`config.mk`:
```
export PLATFORM = sky130hd
export DESIGN_NAME = inst_fetch_queue_flat
export DESIGN_NICKNAME = d
export VERILOG_FILES = /design/src/rtl/inst_fetch_queue_if.sv /design/src/rtl/inst_fetch_queue.sv /design/src/flat_wrapper.sv
export SDC_FILE = /design/constraint.sdc
export NUM_CORES = 1
export LEC_CHECK = 0
export CAP_MARGIN = 10
export CORE_MARGIN = 5
export CORE_UTILIZATION = 58
export CTS_CLUSTER_DIAMETER = 150
export DETAILED_ROUTE_END_ITERATION = 10
export PLACE_DENSITY = 0.8
export SETUP_SLACK_MARGIN = 0.3
export SLEW_MARGIN = 20
export SYNTH_ARGS = -nofsm -noshare
export SYNTH_HDL_FRONTEND = slang
export SYNTH_SLANG_ARGS = --single-unit
```
`constraint.sdc`:
```
create_clock -name clk -period 2.6 [get_ports clk]
set_input_delay 0.52 -clock clk [delete_from_list [all_inputs] [get_ports clk]]
set_output_delay 0.52 -clock clk [all_outputs]
set_load 0.005 [all_outputs]
```
`src/rtl/inst_fetch_queue_if.sv`:
```
// Handshake bundle between the fetch queue, the instruction memory and the datapath.
// The master modport is the fetch unit; the slave modport is its environment.
interface inst_fetch_queue_if;
    logic        imem_req_valid;
    logic [31:0] imem_req_addr;
    logic        imem_req_ready;
    logic        imem_rsp_valid;
    logic [31:0] imem_rsp_data;
    logic        redirect;
    logic [31:0] redirect_pc;
    logic        inst_valid;
    logic [31:0] inst;
    logic [31:0] inst_pc;
    logic        inst_ready;
    logic        fetch_fault;

    modport master (
        output imem_req_valid, imem_req_addr,
        input  imem_req_ready, imem_rsp_valid, imem_rsp_data,
        input  redirect, redirect_pc,
        output inst_valid, inst, inst_pc,
        input  inst_ready,
        output fetch_fault
    );

    modport slave (
        input  imem_req_valid, imem_req_addr,
        output imem_req_ready, imem_rsp_valid, imem_rsp_data,
        output redirect, redirect_pc,
        input  inst_valid, inst, inst_pc,
        output inst_ready,
        input  fetch_fault
    );
endinterface

```
`src/rtl/inst_fetch_queue.sv`:
```
// Sequential instruction fetch with in-order response queue and redirect flush.
// Optional FETCH_MISALIGN_CHK_EN: misaligned redirect sets sticky fetch_fault and halts issue.
module inst_fetch_queue #(
    parameter int          DEPTH    = 4,
    parameter logic [31:0] RESET_PC = 32'h0000_0000
) (
    input logic                clk,
    input logic                rst,
    inst_fetch_queue_if.master bus
);
    localparam int          AW      = $clog2(DEPTH);
    localparam int          CW      = AW + 1;
    localparam logic [CW:0] DEPTH_W = (CW + 1)'(DEPTH);

    logic [31:0]   fetch_pc;
    logic [31:0]   q_pc   [DEPTH];
    logic [31:0]   q_inst [DEPTH];
    logic [31:0]   pf_mem [DEPTH];
    logic [AW-1:0] rd_ptr, wr_ptr, pf_rd, pf_wr;
    logic [CW-1:0] count, outstanding, discard, out_after;
    logic [31:0]   target_pc;
    logic          fault, credit, accept, rsp_keep, rsp_drop, pop;

    // Credit covers both buffered and in-flight fetches so a response always has a slot.
    assign credit    = ({1'b0, count} + {1'b0, outstanding}) < DEPTH_W;
    assign bus.imem_req_valid = rst & credit & ~bus.redirect & ~fault;
    assign bus.imem_req_addr  = fetch_pc;
    assign accept    = bus.imem_req_valid & bus.imem_req_ready;
    assign rsp_drop  = bus.imem_rsp_valid & (discard != '0);
    assign rsp_keep  = bus.imem_rsp_valid & (discard == '0);
    assign bus.inst_valid = (count != '0);
    assign pop       = bus.inst_valid & bus.inst_ready;
    assign bus.inst       = q_inst[rd_ptr];
    assign bus.inst_pc    = q_pc[rd_ptr];
    assign out_after = outstanding - CW'(bus.imem_rsp_valid);
    assign bus.fetch_fault = fault;

`ifdef FETCH_MISALIGN_CHK_EN
    assign target_pc = bus.redirect_pc;

    always_ff @(posedge clk or negedge rst) begin
        if (!rst)
            fault <= 1'b0;
        else if (bus.redirect && (bus.redirect_pc[1:0] != 2'b00))
            fault <= 1'b1;
    end
`else
    assign target_pc = bus.redirect_pc & 32'hFFFF_FFFC;
    assign fault     = 1'b0;
`endif

    always_ff @(posedge clk or negedge rst) begin
        if (!rst) begin
            fetch_pc    <= RESET_PC;
            rd_ptr      <= '0;
            wr_ptr      <= '0;
            pf_rd       <= '0;
            pf_wr       <= '0;
            count       <= '0;
            outstanding <= '0;
            discard     <= '0;
            for (int i = 0; i < DEPTH; i++) begin
                q_pc[i]   <= '0;
                q_inst[i] <= '0;
                pf_mem[i] <= '0;
            end
        end else if (bus.redirect) begin
            // Everything still in flight becomes stale and is dropped on return.
            fetch_pc    <= target_pc;
            rd_ptr      <= '0;
            wr_ptr      <= '0;
            pf_rd       <= '0;
            pf_wr       <= '0;
            count       <= '0;
            outstanding <= out_after;
            discard     <= out_after;
        end else begin
            if (accept) begin
                pf_mem[pf_wr] <= fetch_pc;
                pf_wr         <= pf_wr + AW'(1);
                fetch_pc      <= fetch_pc + 32'd4;
            end
            if (rsp_keep) begin
                q_pc[wr_ptr]   <= pf_mem[pf_rd];
                q_inst[wr_ptr] <= bus.imem_rsp_data;
                wr_ptr         <= wr_ptr + AW'(1);
                pf_rd          <= pf_rd + AW'(1);
            end
            if (pop)
                rd_ptr <= rd_ptr + AW'(1);
            if (rsp_drop)
                discard <= discard - CW'(1);
            count       <= count + CW'(rsp_keep) - CW'(pop);
            outstanding <= outstanding + CW'(accept) - CW'(bus.imem_rsp_valid);
        end
    end
endmodule

```
`src/flat_wrapper.sv`:
```
// flat-port wrapper written by rule: the top's interface ports become plain ports
module inst_fetch_queue_flat 
#(
    parameter int          DEPTH    = 4,
    parameter logic [31:0] RESET_PC = 32'h0000_0000
)
  (clk, rst, bus_imem_req_valid, bus_imem_req_addr, bus_imem_req_ready, bus_imem_rsp_valid, bus_imem_rsp_data, bus_redirect, bus_redirect_pc, bus_inst_valid, bus_inst, bus_inst_pc, bus_inst_ready, bus_fetch_fault);
  inst_fetch_queue_if bus_i ();
  input logic clk;
  input logic rst;
  output wire logic [$bits(bus_i.imem_req_valid)-1:0] bus_imem_req_valid;
  output wire logic [$bits(bus_i.imem_req_addr)-1:0] bus_imem_req_addr;
  input wire logic [$bits(bus_i.imem_req_ready)-1:0] bus_imem_req_ready;
  input wire logic [$bits(bus_i.imem_rsp_valid)-1:0] bus_imem_rsp_valid;
  input wire logic [$bits(bus_i.imem_rsp_data)-1:0] bus_imem_rsp_data;
  input wire logic [$bits(bus_i.redirect)-1:0] bus_redirect;
  input wire logic [$bits(bus_i.redirect_pc)-1:0] bus_redirect_pc;
  output wire logic [$bits(bus_i.inst_valid)-1:0] bus_inst_valid;
  output wire logic [$bits(bus_i.inst)-1:0] bus_inst;
  output wire logic [$bits(bus_i.inst_pc)-1:0] bus_inst_pc;
  input wire logic [$bits(bus_i.inst_ready)-1:0] bus_inst_ready;
  output wire logic [$bits(bus_i.fetch_fault)-1:0] bus_fetch_fault;
  assign bus_imem_req_valid = bus_i.imem_req_valid;
  assign bus_imem_req_addr = bus_i.imem_req_addr;
  assign bus_i.imem_req_ready = bus_imem_req_ready;
  assign bus_i.imem_rsp_valid = bus_imem_rsp_valid;
  assign bus_i.imem_rsp_data = bus_imem_rsp_data;
  assign bus_i.redirect = bus_redirect;
  assign bus_i.redirect_pc = bus_redirect_pc;
  assign bus_inst_valid = bus_i.inst_valid;
  assign bus_inst = bus_i.inst;
  assign bus_inst_pc = bus_i.inst_pc;
  assign bus_i.inst_ready = bus_inst_ready;
  assign bus_fetch_fault = bus_i.fetch_fault;
  inst_fetch_queue #(.DEPTH(DEPTH), .RESET_PC(RESET_PC)) u_core (.clk(clk), .rst(rst), .bus(bus_i));
endmodule
```
==> results of run 1 <==
==> cells in the mapped netlist, drive strengths merged, types with 7 or more instances <==
library cell  count  area [sq um]
buf              31           173
ha               19           238
xor2              8          70.1
clkbuf           57           216
o311ai           10          87.6
dfrtp           415         10400
nand2            71           277
mux2            349          3930
o211ai            8          60.1
a31oi             7          43.8
nand4            13           100
nand3            18          90.1
nor3             10          60.1
nor2             20          75.1
mux4             92          2070
inv              23          86.3
o21ai            49           245
==> through the flow <==
stage / total power [W] / setup WS (ps) / instance area, sq um
after detailed placement: 0.0154 / 161 / 21000
after global placement: 0.0151 / 136 / 21000
final: 0.0232 / 35.0 / 24100
after global routing: 0.0242 / -23.4 / 24100
after CTS: 0.0219 / 16.4 / 22700
after floorplan: 0.0124 / 426 / 18600
==> final timing paths <==
kind,cells past startpoint,end,slack [ps],startpoint
setup / recovery,12,u_core.bus.imem_req_addr[29]$_DFFE_PN0P_,30,u_core.outstanding[2]$_DFF_PN0_
hold / removal,2,u_core.pf_mem[100]$_DFFE_PN0P_,80,rst
setup reg to reg,12,u_core.bus.imem_req_addr[29]$_DFFE_PN0P_,30,u_core.outstanding[2]$_DFF_PN0_
hold reg to reg,2,u_core.pf_mem[6]$_DFFE_PN0P_,490,u_core.pf_mem[6]$_DFFE_PN0P_
max in group asynchronous,3,u_core.q_pc[125]$_DFFE_PN0P_,1180,rst
min in group clk,2,u_core.pf_mem[6]$_DFFE_PN0P_,490,u_core.pf_mem[6]$_DFFE_PN0P_
==> timing repair <==
item	CTS	global route
setup endpoints to repair	77	184
gates cloned	6	18
gates resized for setup	271	243
hold buffers	0	0
pin swaps	3	31
setup buffers	21	17
==> worst reg2reg max path, stage by stage (launching register included) <==
cell	delay, ps
dfrtp_1	410
ha_4	250
nor4_4	260
buf_4	160
buf_6	90
buf_6	100
nand4_1	180
inv_2	200
buf_6	130
nor2_4	50
buf_6	180
a21o_1	150
a221o_1	300
==> routing by layer <==
metal  GRT usage, %  part of all wire [%]
met3           4.28                   5.7
met4           4.71                   3.1
met2           38.8                    50
met1           33.8                    41
met5              0                     0
==> kinds of logic (layout without fill, tap and decap cells) <==
family | Yosys count | after routing | synth area share (%)
DFF | 415 | 415 | 55.8
other | 1 | 5 | 0.0201
buffers and inverters | 111 | 381 | 2.55
xor gates and xnor gates | 13 | 13 | 0.612
adders and majority gates | 21 | 21 | 1.49
muxes | 444 | 444 | 32.4
AOI/OAI and AO/OA | 94 | 94 | 3.15
and+or+nand+nor | 150 | 150 | 4.01
==> registers in the layout, summed over array words and instances (netlist names) <==
signal	flops
u_core.bus.imem_req_addr	30
u_core.count	3
u_core.discard	3
u_core.outstanding	3
u_core.pf_mem	120
u_core.pf_rd	2
u_core.pf_wr	2
u_core.q_inst	128
u_core.q_pc	120
u_core.rd_ptr	2
u_core.wr_ptr	2
==> area by class of cell <==
type | instances | area (sq um) | area share (%)
tap | 402 | 503 | 2.09
timing repair buffer | 282 | 3200 | 13.3
sequential | 415 | 10400 | 43.2
clock buffer | 67 | 1330 | 5.52
clock inverter | 9 | 160 | 0.665
multi-input combinational | 727 | 8400 | 34.9
inverter | 23 | 86.3 | 0.359
==> power by group through the flow <==
| stage | clock (W) | sequential (W) | combinational [W] |
|---|---|---|---|
| after floorplan | 0 | 0.00854 | 0.00390 |
| after global placement | 0 | 0.00882 | 0.00630 |
| after detailed placement | 0 | 0.00895 | 0.00648 |
| after CTS | 0.00650 | 0.00881 | 0.00662 |
| after global routing | 0.00681 | 0.00911 | 0.00831 |
| final | 0.00644 | 0.00897 | 0.00775 |
==> run_results.csv, run 1 <==
group,metric,value,unit
outcome,status,"completed",
sta,setup_viol,0,
placed_design,gp_congestion,0.814,
clock_tree,cts-root-buf,"clkbuf_16",
setup_path,cp_num_buf_inv,6,
final_layout,final_cell_mix,"dfrtp_1, mux2_2, mux2_4",
setup_path,cp_data_arrival_time,2990,ps
clock_tree,cts_sinks,415,
clock_tree,cts_buffer_depth,3,
floorplanning,num_rows,65,
floorplanning,start_util,58.9,%
floorplanning,die-width,189,um
sta,fmax,0.390,GHz
power_and_ir_drop,p_leak,11.6,nW
synthesis,synthFlopType,"dfrtp_1",
route,ant_nets,0,
floorplanning,dieArea,35800,sq um
sta,fin_tns_setup,0,ps
final_layout,nFillCells,1819,
run,maxCapViolCount,0,
synthesis,syn_area,18600,sq um
clock_tree,tritoncts,"yes",
synthesis,seq_area_frac_synth,55.8,%
floorplanning,die_y,189,um
sta,tightest_slew,827,ps
sta,whs,83.2,ps
setup_path,worst-endpoint-required,3020,ps
setup_path,cpMostUsedCell,"buf_6",
power_and_ir_drop,vdd_drop_max,0.000573,V
clock_tree,clk_pin_slew,60,ps
global_routing,grt_pass1_wl,68200,um
route,first_iter_violations,719,
setup_path,crit_slowest_cell,"dfrtp_1",
floorplanning,core-area,31600,sq um
route,via_per_inst,6.28,
synthesis,synthArstFlopShare,100,%
sta,period_needed,2570,ps
final_layout,final_common_cell,"dfrtp_1",
placed_design,hpwl,26400,um
final_layout,fin_cells,1925,
sta,fin_crit_sh,98.7,%
setup_path,crit_fanout,5,
synthesis,synthDistinctLibCells,49,
clock_tree,insertion_delay,540,ps
sta,finClkSkew,22.5,ps
sta,finalHoldViolations,0,
setup_path,critPathCaptureType,"flip-flop",
setup_path,path_class,"flip-flop to flip-flop",
global_routing,antenna_found_initial,0,
global_routing,grt_start_max_net_pins,135,
final_layout,drive_above_1_share,49.4,%
power_and_ir_drop,power.share.clock,27.8,%
setup_path,worstSetupStartpointType,"flip-flop",
power_and_ir_drop,power_switching,0.00662,W
setup_path,critical_path.cell_chain,"ha_4 > nor4_4 > buf_4 > buf_6 > buf_6 > nand4_1 > inv_2 > buf_6 > nor2_4 > buf_6 > a21o_1 > a221o_1",
setup_path,path_delay_family,"buffers and inverters",
final_layout,fin_util,76.1,%
power_and_ir_drop,power.density,962,nW/um^2
global_routing,grt_usage,23.6,%
global_routing,grt_overflow,0,
power_and_ir_drop,power_frac_seq,38.7,%
floorplanning,ios,169,
synthesis,synth_edf_count,0,
route,drt-total-wl,48600,um
power_and_ir_drop,internal-power,0.0165,W
synthesis,avgSynthCellArea,14.9,sq um
route,wl_per_cell,25.2,um
power_and_ir_drop,p_comb_share,33.5,%
final_layout,area_growth,29.3,%
sta,rsz0062_at_grt,"true",
final_layout,nets,1584,
route,drc,0,
placed_design,io_buffers,161,
synthesis,ys_ff_latch,415,
final_layout,diodes,0,
synthesis,syn_inst,1249,
route,via_count,12100,
global_routing,first_global_vias,12500,
route,dr.pass1.iters,5,
sta,slew_viol_final,0,
setup_path,slowest_delay,410,ps
synthesis,yosysWarnings,0,
placed_design,placed_cells,1787,
clock_tree,htree_levels,2,
sta,relSlewSlack,44.9,%
clock_tree,numCtsBuffers,44,
worst_hold_path,hp-class,"primary input to asynchronous set/reset pin",
power_and_ir_drop,p_sw_share,28.6,%
(Power assumes the default switching activity.)
==> inputs of run 2 (changes only) <==
--- a/config.mk
+++ b/config.mk
@@ -7,10 +7,10 @@
 export LEC_CHECK = 0
 export CAP_MARGIN = 10
 export CORE_MARGIN = 5
-export CORE_UTILIZATION = 58
+export CORE_UTILIZATION = 55
 export CTS_CLUSTER_DIAMETER = 150
 export DETAILED_ROUTE_END_ITERATION = 10
-export PLACE_DENSITY = 0.8
+export PLACE_DENSITY = 0.77
 export SETUP_SLACK_MARGIN = 0.3
 export SLEW_MARGIN = 20
 export SYNTH_ARGS = -nofsm -noshare
==> run_results.csv, run 2 (synthesis gave the netlist of run 1 again) <==
group,metric,value,unit
power_and_ir_drop,power.share.clock,28.5,%
route,wl_per_cell,21.4,um
placed_design,hpwl,25400,um
final_layout,final_common_cell,"dfrtp_1",
floorplanning,die-width,194,um
setup_path,worstSetupStartpoint,"u_core.rd_ptr[0]$_DFFE_PN0P_",
route,via_per_inst,5.88,
placed_design,gp_congestion,0.803,
floorplanning,num_rows,67,
sta,finClkSkew,20.3,ps
power_and_ir_drop,power.density,966,nW/um^2
setup_path,path_class,"flip-flop to output port",
floorplanning,ios,169,
final_layout,top_register,"u_core.q_inst",
route,ant_nets,0,
run,maxCapViolCount,0,
global_routing,grt_overflow,0,
final_layout,design_area,23000,sq um
clock_tree,clk_pin_slew,60,ps
sta,setup_slack,37.2,ps
placed_design,io_buffers,161,
setup_path,cp_data_arrival_time,2040,ps
clock_tree,cts_sinks,415,
sta,fmax,0.390,GHz
worst_hold_path,hp-class,"primary input to asynchronous set/reset pin",
setup_path,crit_end,"bus_inst_pc[19]",
clock_tree,htree_levels,2,
global_routing,first_global_vias,12300,
route,via_count,11400,
sta,finalHoldViolations,0,
sta,relSlewSlack,35.6,%
power_and_ir_drop,power_switching,0.00617,W
placed_design,placed_cells,1827,
clock_tree,insertion_delay,540,ps
placed_design,place_worst_setup_slack,108,ps
setup_path,ff2ff_path_depth,9,
final_layout,largest_registers,"u_core.q_inst x128, u_core.pf_mem x120, u_core.q_pc x120",
global_routing,grt_pass1_wl,68700,um
setup_path,reg2reg_setup_slack,300,ps
setup_path,worstSetupStartpointType,"flip-flop",
final_layout,fin_cells,1936,
global_routing,antenna_found_initial,0,
final_layout,area_growth,23.4,%
placed_design,dpl-instance-area,21000,sq um
floorplanning,start_util,55.7,%
power_and_ir_drop,internal-power,0.0160,W
route,drt-total-wl,41400,um
outcome,status,"completed",
final_layout,largest_register_ffs,128,
clock_tree,cts_buffer_depth,3,
floorplanning,dieArea,37600,sq um
setup_path,rr_endpoint,"u_core.bus.imem_req_addr[17]$_DFFE_PN0P_",
power_and_ir_drop,p_comb_share,31.9,%
clock_tree,numCtsBuffers,44,
sta,tightest_slew,966,ps
setup_path,worst-endpoint-required,2080,ps
power_and_ir_drop,p_leak,10.9,nW
route,dr.pass1.iters,6,
route,drc,0,
final_layout,nets,1547,
sta,fin_crit_sh,98.6,%
floorplanning,core-area,33400,sq um
sta,setup_viol,0,
sta,period_needed,2560,ps
power_and_ir_drop,power,0.0222,W
setup_path,rr_startpoint,"u_core.outstanding[1]$_DFF_PN0_",
clock_tree,cts-root-buf,"clkbuf_16",
setup_path,crit_fanout,6,
sta,rsz0062_at_grt,"true",
power_and_ir_drop,p_sw_share,27.8,%
final_layout,diodes,0,
power_and_ir_drop,power_frac_seq,39.6,%
floorplanning,die_y,194,um
final_layout,drive_above_1_share,46.8,%
clock_tree,tritoncts,"yes",
global_routing,grt_usage,22.2,%
global_routing,grt_start_max_net_pins,111,
sta,slew_viol_final,0,
route,first_iter_violations,594,
final_layout,fin_util,68.7,%
final_layout,final_cell_mix,"dfrtp_1, mux2_2, clkdlybuf4s50_1",
power_and_ir_drop,vdd_drop_max,0.000521,V
setup_path,critPathCaptureType,"output port",
run 2: cell types whose count changed in the layout (fill, tap and decap cells not counted), moves of 5 or more:
cell | previous run | this run
buf_12 | 26 | 17
buf_2 | 36 | 31
buf_6 | 51 | 42
buf_8 | 9 | 3
clkbuf_16 | 58 | 46
mux2_2 | 248 | 349
mux2_4 | 101 | 0
o21ai_0 | 25 | 39
o21ai_2 | 15 | 1
run 2: final cells by class:
| cell class | count | area (sq um) |
|---|---|---|
| fillers | 2246 | 10500 |
| flip-flops and latches | 415 | 10400 |
| multi-input cells | 727 | 7890 |
| repair buffers | 245 | 2560 |
| clock buffers | 70 | 1380 |
| well taps | 448 | 561 |
| clock inverters | 8 | 104 |
| inverters | 23 | 86.3 |
run 2: worst min-delay path by stage:
stage                 startpoint                                        to  slack, ps  depth (start not counted)
finish                       rst   u_core.bus.imem_req_addr[9]$_DFFE_PN0P_        400                          2
global route                 rst   u_core.bus.imem_req_addr[9]$_DFFE_PN0P_        400                          2
CTS                 bus_redirect              u_core.rd_ptr[0]$_DFFE_PN0P_        390                          3
detailed placement           rst   u_core.bus.imem_req_addr[9]$_DFFE_PN0P_        320                          1
global placement             rst   u_core.bus.imem_req_addr[9]$_DFFE_PN0P_        310                          1
floorplan                    rst  u_core.bus.imem_req_addr[10]$_DFFE_PN0P_        220                          0
run 2: per-stage QoR:
step,TNS [ps],hold slack (ps)
after detailed placement,0,315
after floorplan,0,224
after CTS,0,392
after global placement,0,314
after global routing,-121,399
final,0,402
run 2: layer usage:
layer	track usage, %	up-vias	part of all wire (%)
met5	0	-	0
met4	4.48	0	1.8
met3	3.98	61	5.4
met2	36.0	352	49
met1	32.3	5944	44
li1	-	5026	-
run 2: worst max-delay path, cell delays in order (launching register included):
cell	delay [ps]
dfrtp_4	510
buf_12	160
buf_12	130
buf_16	130
mux4_2	430
buf_2	150
run 2: power groups by stage:
| stage | clock network, W | logic, W | registers (W) |
|---|---|---|---|
| after global routing | 0.00673 | 0.00768 | 0.00896 |
| after global placement | 0 | 0.00633 | 0.00877 |
| after detailed placement | 0 | 0.00652 | 0.00889 |
| after floorplan | 0 | 0.00390 | 0.00854 |
| after CTS | 0.00644 | 0.00671 | 0.00877 |
| final | 0.00631 | 0.00708 | 0.00879 |
run 2: timing repair:
item	CTS	global route
hold endpoints to repair	1	0
endpoints found under the setup margin	169	194
cloned	7	0
gates resized for setup	288	63
pin swaps	6	11
setup buffers	16	7
hold buffers	1	0
==> inputs of run 3 (changes only) <==
--- a/config.mk
+++ b/config.mk
@@ -11,7 +11,7 @@
 export CTS_CLUSTER_DIAMETER = 150
 export DETAILED_ROUTE_END_ITERATION = 10
 export PLACE_DENSITY = 0.77
-export SETUP_SLACK_MARGIN = 0.3
+export SETUP_SLACK_MARGIN = 0.02
 export SLEW_MARGIN = 20
 export SYNTH_ARGS = -nofsm -noshare
 export SYNTH_HDL_FRONTEND = slang
==> run_results.csv, run 3 (synthesis gave the netlist of run 1 again) <==
group,metric,value,unit
route,first_iter_violations,534,
final_layout,largest_registers,"u_core.q_inst x128, u_core.pf_mem x120, u_core.q_pc x120",
clock_tree,cts-root-buf,"clkbuf_16",
setup_path,worst-endpoint-required,2080,ps
clock_tree,clk_pin_slew,60,ps
setup_path,crit_slowest_cell,"dfrtp_4",
floorplanning,num_rows,67,
placed_design,placed_cells,1827,
clock_tree,htree_levels,2,
global_routing,grt_pass1_wl,67900,um
sta,rsz0062_at_grt,"true",
clock_tree,insertion_delay,550,ps
outcome,status,"completed",
setup_path,path_delay_family,"buffers and inverters",
final_layout,fin_cells,1928,
global_routing,grt_overflow,0,
placed_design,io_buffers,161,
sta,relSlewSlack,36.1,%
final_layout,drive_above_1_share,44.4,%
floorplanning,ios,169,
floorplanning,start_util,55.7,%
global_routing,grt_usage,22.0,%
final_layout,area_growth,21.7,%
setup_path,path_class,"flip-flop to output port",
worst_hold_path,hp-class,"primary input to asynchronous set/reset pin",
clock_tree,tritoncts,"yes",
clock_tree,numCtsBuffers,44,
floorplanning,core-area,33400,sq um
setup_path,cpMostUsedCell,"buf_12",
global_routing,first_global_vias,12200,
floorplanning,die-width,194,um
power_and_ir_drop,vdd_drop_max,0.000498,V
power_and_ir_drop,p_leak,10.7,nW
setup_path,worstSetupStartpointType,"flip-flop",
final_layout,final_common_cell,"dfrtp_1",
sta,fin_crit_sh,99.4,%
global_routing,grt_start_max_net_pins,111,
route,via_per_inst,5.85,
sta,finalHoldViolations,0,
setup_path,slowest_delay,510,ps
route,dr.pass1.iters,7,
floorplanning,die_y,194,um
sta,fmax,0.387,GHz
clock_tree,cts_buffer_depth,3,
power_and_ir_drop,power.density,956,nW/um^2
sta,period_needed,2580,ps
sta,slew_viol_final,0,
sta,finClkSkew,24.3,ps
sta,tightest_slew,958,ps
final_layout,nets,1539,
final_layout,final_cell_mix,"dfrtp_1, mux2_2, clkdlybuf4s50_1",
clock_tree,cts_sinks,415,
global_routing,antenna_found_initial,0,
final_layout,top_register,"u_core.q_inst",
route,drt-total-wl,40900,um
route,wl_per_cell,21.2,um
route,drc,0,
placed_design,hpwl,25400,um
route,via_count,11300,
placed_design,gp_congestion,0.803,
setup_path,critical_path.cell_chain,"buf_12 > buf_8 > buf_12 > mux4_2 > buf_6",
setup_path,cp_data_arrival_time,2060,ps
floorplanning,dieArea,37600,sq um
setup_path,critPathCaptureType,"output port",
route,ant_nets,0,
setup_path,cp_num_buf_inv,4,
setup_path,crit_fanout,7,
final_layout,largest_register_ffs,128,
run,maxCapViolCount,0,
sta,whs,397,ps
sta,setup_viol,0,
final_layout,diodes,0,
==> run 3: cell count changes in the layout (fill, tap and decap cells not counted), sizes merged <==
| cell | previous run | this run |
|---|---|---|
| buf | 148 | 102 |
| clkdlybuf4s15 | 0 | 17 |
| clkbuf | 70 | 85 |
| dlygate4sd2 | 1 | 6 |
| clkdlybuf4s50 | 95 | 96 |
==> run 3: metrics by stage <==
step / setup slack, ps / util [%] / setup TNS [ps] / cell area, sq um / power (W)
2_1_floorplan: 426 / - / 0 / 18600 / 0.0124
3_5_place_dp: 108 / 62.7 / 0 / 21000 / 0.0154
4_1_cts: -88.9 / 67.8 / -923 / 22700 / 0.0219
3_3_place_gp: 133 / 62.7 / 0 / 21000 / 0.0151
6_report: 16.8 / 67.8 / 0 / 22700 / 0.0217
5_1_grt: -37.9 / 67.8 / -151 / 22700 / 0.0228
==> run 3: layout make-up <==
class | count | area, sq um
Fill cell | 2307 | 10800
Sequential cell | 415 | 10400
Multi-Input combinational cell | 727 | 7820
Timing Repair Buffer | 237 | 2320
Clock buffer | 70 | 1380
Tap cell | 448 | 561
Clock inverter | 8 | 104
Inverter | 23 | 86.3
==> run 3: layer usage <==
layer / global-route usage [%] / part of all wire [%] / vias up / routed length [um]
li1: - / - / 5006 / -
met1: 32.1 / 44 / 5917 / 18100
met2: 35.6 / 49 / 305 / 20100
met3: 3.98 / 5.1 / 57 / 2100
met4: 4.09 / 1.4 / 0 / 583
met5: 0 / 0 / - / 0
==> run 3: report_power, final <==
group	internal, W	leakage (nW)	switching (W)	total [W]
Combinational	0.00388	4.43	0.00268	0.00656
Clock	0.00383	0.730	0.00248	0.00631
Sequential	0.00793	5.55	0.000851	0.00878
Total	0.0156	10.7	0.00602	0.0217
==> run 3: worst paths after layout <==
check	cells after the start	endpoint	slack (ps)	startpoint
min in group clk	3	u_core.rd_ptr[0]$_DFFE_PN0P_	400	bus_redirect
hold reg to reg	2	u_core.pf_mem[36]$_DFFE_PN0P_	490	u_core.pf_mem[36]$_DFFE_PN0P_
setup reg to reg	9	u_core.outstanding[2]$_DFF_PN0_	190	u_core.count[1]$_DFF_PN0_
max in group asynchronous	4	u_core.q_inst[51]$_DFFE_PN0P_	530	rst
setup / recovery	5	bus_inst[8]	20	u_core.rd_ptr[0]$_DFFE_PN0P_
hold / removal	2	u_core.bus.imem_req_addr[9]$_DFFE_PN0P_	400	rst
==> run 3: worst register-to-register path: cells and delay by family (launching register included) <==
family / cells / cell delay [ps]
compound gates: 1 / 140
buf+inv: 1 / 110
simple gates: 2 / 410
fa+ha+maj: 3 / 900
flops: 1 / 450
xor+xnor: 2 / 330
==> run 3: what timing repair did <==
action                                  4_1_cts  5_1_grt
pin swaps                                     0        1
hold endpoints to repair                      1        0
endpoints found under the setup margin       63       55
gates resized for setup                     179       44
hold buffers                                  1        0
cloned                                        6        0
setup buffers                                12        7
